File: src/rtl/edge_pulse_gen.sv
// Multi-channel edge detector: each channel synchronizes an async gate
// and fires a fixed-width pulse on selected edges, with an edge counter.
module edge_pulse_gen #(
  parameter int NCH         = 4,
  parameter int SYNC_STAGES = 2,
  parameter int PW_BITS     = 8,
  parameter int CNT_BITS    = 16
) (
  input  logic                    clk_i,
  input  logic                    reset_i,
  input  logic [NCH-1:0]          gate_i,
  input  logic [2*NCH-1:0]        edge_sel_i,
  input  logic [PW_BITS-1:0]      pw_i,
  input  logic                    retrig_i,
  input  logic                    cnt_clr_i,
  output logic [NCH-1:0]          pulse_o,
  output logic [NCH*CNT_BITS-1:0] edge_cnt_o,
  output logic [NCH-1:0]          ovf_o
);

  localparam int ARM_N = SYNC_STAGES + 1;

  logic [2:0]         arm_cnt;
  logic               armed;
  logic [PW_BITS-1:0] pw_eff;

  assign armed  = (arm_cnt == 3'(ARM_N));
  assign pw_eff = (pw_i == '0) ? PW_BITS'(1) : pw_i;

  // Edges are masked until the synchronizer and prev stage hold post-reset data
  always_ff @(posedge clk_i) begin
    if (reset_i) begin
      arm_cnt <= '0;
    end else if (!armed) begin
      arm_cnt <= arm_cnt + 3'd1;
    end
  end

  for (genvar c = 0; c < NCH; c++) begin : g_ch
    logic [SYNC_STAGES-1:0] sync_q;
    logic                   prev_q;
    logic [PW_BITS-1:0]     rem_q;
    logic [CNT_BITS-1:0]    cnt_q;
    logic                   ovf_q;
    logic                   last;
    logic                   rise;
    logic                   fall;
    logic                   qual;
    logic                   load;

    assign last = sync_q[SYNC_STAGES-1];
    assign rise = last & ~prev_q;
    assign fall = ~last & prev_q;
    assign qual = armed &
                  ((rise & edge_sel_i[2*c]) |
                   (fall & edge_sel_i[2*c+1]));
    assign load = qual & ((rem_q == '0) | retrig_i);

    always_ff @(posedge clk_i) begin
      if (reset_i) begin
        sync_q <= '0;
        prev_q <= 1'b0;
        rem_q  <= '0;
      end else begin
        sync_q <= {sync_q[SYNC_STAGES-2:0], gate_i[c]};
        prev_q <= last;
        if (load) begin
          rem_q <= pw_eff;
        end else if (rem_q != '0) begin
          rem_q <= rem_q - PW_BITS'(1);
        end
      end
    end

    // Counter saturates at all-ones; further edges set the sticky flag
    always_ff @(posedge clk_i) begin
      if (reset_i) begin
        cnt_q <= '0;
        ovf_q <= 1'b0;
      end else if (cnt_clr_i) begin
        cnt_q <= qual ? CNT_BITS'(1) : '0;
        ovf_q <= 1'b0;
      end else if (qual) begin
        if (cnt_q == '1) begin
          ovf_q <= 1'b1;
        end else begin
          cnt_q <= cnt_q + CNT_BITS'(1);
        end
      end
    end

    assign pulse_o[c]                        = (rem_q != '0);
    assign edge_cnt_o[c*CNT_BITS +: CNT_BITS] = cnt_q;
    assign ovf_o[c]                          = ovf_q;
  end

endmodule

File: config.mk
export PLATFORM = sky130hd
export DESIGN_NAME = edge_pulse_gen
export DESIGN_NICKNAME = d
export VERILOG_FILES = /design/src/rtl/edge_pulse_gen.sv
export SDC_FILE = /design/constraint.sdc
export NUM_CORES = 1
export LEC_CHECK = 0
export CORE_ASPECT_RATIO = 1.75
export CORE_UTILIZATION = 55
export CTS_BUF_LIST = sky130_fd_sc_hd__clkbuf_16
export CTS_CLUSTER_DIAMETER = 50
export CTS_CLUSTER_SIZE = 8
export DETAILED_ROUTE_END_ITERATION = 10
export PLACE_DENSITY_LB_ADDON = 0.08
export RECOVER_POWER = 100
export SETUP_SLACK_MARGIN = 0.02
export SLEW_MARGIN = 20
export SYNTH_ARGS = -nofsm -noshare
export SYNTH_HDL_FRONTEND = slang
export SYNTH_SLANG_ARGS = --single-unit
File: constraint.sdc
create_clock -name clk_i -period 2.7 [get_ports clk_i]
set_clock_uncertainty 0.1 [all_clocks]
set_input_delay 0.54 -clock clk_i [delete_from_list [all_inputs] [get_ports clk_i]]
set_output_delay 0.54 -clock clk_i [all_outputs]
set_load 0.01 [all_outputs]
==> out/results.ini <==
[place]
place_congestion = 0.9082
dp_cells = 961
place_hpwl_mm = 13.07
io_buffers = 95
dp_slack_ps = 73.93

[worst_setup_path]
critPathLaunchType = flip-flop
cp-end-kind = output port
rr_startpoint = arm_cnt[0]
cp_data_arrival_time_ps = 1970
crit_fanout = 7
cp.required_ps = 2060
critical_path_class = reg2out
rrSetupSlack_ps = 260
reg2reg_to = g_ch[0].cnt_q[11]
reg2reg_depth = 7

[worst_hold_path]
hold_end = g_ch[0].sync_q[1]
min-delay-start = g_ch[0].sync_q[0]
hold_class = reg2reg
hold_path_depth = 1

[timing]
slew_violations = 0
rsz0062_at_grt = false
setup_ws_ps = 94.90
max_freq_mhz = 383.9
finalHoldViolCount = 0
period_share_pct = 96.49
tightest_slew_ps = 1237
min_period_ps = 2605
relSlewSlack_pct = 17.55
finalSetupViolations = 0
finalSetupTns_ps = 0
fin_hold_ws_ps = 330.5

[clocking]
path_clk_slew_ps = 50
cts_tree = done
cts_buffers = 17
root_buffer = clkbuf_16
cts_max_path_buffers = 2
h-tree-depth = 4
cts_setup_buffers = 0
ctsHoldBuffers = 0
insertion_delay_ps = 410
clock_sinks = 115

[synth]
synth_edf_count = 0
netlist_area_um2 = 6256
synth_seq_cells = 115
syn-num-nets = 784
synth-main-ff-cell = dfxtp_1
post_synth_num_cell_types = 62
syn_area_per_cell_um2 = 8.386
async_reset_ff_share_pct = 0
syn_inst = 746
ys_warn_count = 0
yosysSeqAreaShare_pct = 36.80

[global_route]
grt.total_usage_pct = 31.21
grt_pass1_vias = 6176
grt_max_degree = 42
grt_remaining_overflow = 0
antenna_found_initial = 0
grt_pass1_wl_mm = 28.53

[finish]
fin_util_pct = 71.44
num_antenna_cells = 0
finalNetCount = 886
synthToLayoutAreaGrowth_pct = 26.80
drive_above_1_share_pct = 8.741
fill_cells = 903
finalNonFillerCells = 990

[route]
num_vias = 6494
routed_wl_mm = 18.01
drc_errors = 0
via_per_inst = 6.560
dr.pass1.iters = 5
routedWlPerCell_um = 18.19
initialDrtViolationCount = 305
drtAntennaViolNets = 0

[power]
power.switching_w = 0.001817
power_density_nw_per_um2 = 714.9
pwr-share-comb_pct = 28.4
p_leak_nw = 2.946
max-vdd-ir-drop_mv = 0.5328
swShare_pct = 32.04
p_seq_share_pct = 36.9
p_int_w = 0.003854
clockPowerShare_pct = 34.7

[run]
max_cap_violations = 0

[floorplan]
die_h_um = 143.1
die_width_um = 82.62
dieArea_um2 = 11820
initial_core_util_pct = 56.34
coreArea_um2 = 11100
ios = 96
rows = 51

[status]
status = complete, no violations

-- layout by cell type, fill, tap and decap left out, types with 23 or more instances in the layout --
cell type | netlist | final
dfxtp_1 | 115 | 112
dlygate4sd3_1 | 0 | 69
nand2_1 | 57 | 57
a21oi_1 | 54 | 54
nor3_1 | 38 | 38
nand3_1 | 36 | 36
or4_1 | 29 | 29
inv_1 | 28 | 28
o31ai_1 | 28 | 28
nor2_1 | 29 | 27
o211ai_1 | 23 | 23
buf_4 | 5 | 23
-- cell usage after synthesis (5+ instances only) --
cell / n / area share, %
a211oi_1: 18 / 2.2
a21oi_1: 54 / 4.3
a31oi_1: 12 / 1.2
and2_1: 5 / 0.50
and3_1: 9 / 0.90
and4_1: 14 / 2.0
and4b_1: 8 / 1.3
buf_2: 10 / 0.80
buf_4: 5 / 0.60
clkbuf_1: 28 / 1.7
dfxtp_1: 115 / 37
ha_1: 14 / 2.8
inv_1: 28 / 1.7
mux2i_1: 11 / 1.8
nand2_1: 57 / 3.4
nand3_1: 36 / 2.9
nand4_1: 16 / 1.6
nand4b_1: 5 / 0.70
nor2_1: 29 / 1.7
nor2b_1: 12 / 1.2
nor3_1: 38 / 3.0
nor3b_1: 5 / 0.60
nor4_1: 17 / 1.7
o2111ai_1: 6 / 0.84
o211ai_1: 23 / 2.8
o21ai_0: 18 / 1.4
o311ai_0: 5 / 0.70
o31ai_1: 28 / 3.4
or3_1: 18 / 1.8
or4_1: 29 / 3.5
xnor2_1: 10 / 1.4
xor2_1: 9 / 1.3
-- cell type report --
class / instances / area (µm²) / area share [%]
Clock buffer: 17 / 425.4 / 5.363
Clock inverter: 12 / 80.08 / 1.009
Inverter: 28 / 105.1 / 1.325
Multi-Input combinational cell: 559 / 3685 / 46.45
Sequential cell: 115 / 2306 / 29.07
Tap cell: 132 / 165.2 / 2.082
Timing Repair Buffer: 127 / 1166 / 14.70
-- layer usage --
layer	share of wire, %	vias to the layer above	track usage (%)
met2	53	257	56.85
met4	3.8	0	17.15
met3	5.2	61	5.879
met1	38	3081	32.29
li1	-	3095	-
met5	0	-	0
-- state kept, by name, indices dropped and copies added, names as in the netlist --
register and cells:
g_ch.cnt_q 64, g_ch.rem_q 32, arm_cnt 3, g_ch.ovf_q 4, g_ch.sync_q 8, g_ch.prev_q 4
-- kinds of logic (layout without fill, tap and decap cells) --
kind of cell	Yosys count	after routing	share of synthesized area, %
DFF	115	115	36.80
xor gates and xnor gates	19	19	2.660
and+or+nand+nor	314	314	29.16
adders and majority gates	14	14	2.800
AOI/OAI and AO/OA	201	201	21.88
buffers and inverters	72	184	4.940
muxes	11	11	1.760
-- power groups by stage --
stage / Combinational [W] / Sequential (W) / Clock [W]
2_1_floorplan: 0.00112 / 0.00205 / 0
3_3_place_gp: 0.00148 / 0.00209 / 0
3_5_place_dp: 0.00154 / 0.00210 / 0
4_1_cts: 0.00157 / 0.00207 / 0.00198
5_1_grt: 0.00179 / 0.00212 / 0.00206
6_report: 0.00161 / 0.00209 / 0.00197
-- critical path: stages (launching register included) --
cell and delay [ps]:
dfxtp_1 350, or4_1 670, nor2_4 170, inv_2 90, dlygate4sd2_1 290
-- worst max path at each step --
stage / from / end / depth (start not counted)
6_report: g_ch[1].rem_q[2] / pulse_o[1] / 4
5_1_grt: arm_cnt[0] / g_ch[1].cnt_q[12] / 7
4_1_cts: g_ch[1].rem_q[0] / pulse_o[1] / 6
3_5_place_dp: g_ch[3].rem_q[0] / pulse_o[3] / 6
3_3_place_gp: g_ch[3].rem_q[0] / pulse_o[3] / 6
2_1_floorplan: arm_cnt[0] / g_ch[3].rem_q[3] / 8
-- metrics by stage --
stage | total power (W) | instance area [µm²]
after floorplan | 0.003168 | 6256
after global placement | 0.003569 | 7416
after detailed placement | 0.003635 | 7416
after CTS | 0.005630 | 7943
after global routing | 0.005966 | 7933
final | 0.005671 | 7933
-- timing repair --
action                                  CTS  global route
endpoints found under the hold margin     0             0
resized for setup                        13             6
endpoints found under the setup margin    4             3
Note: power is estimated with default switching activity, not from simulation.
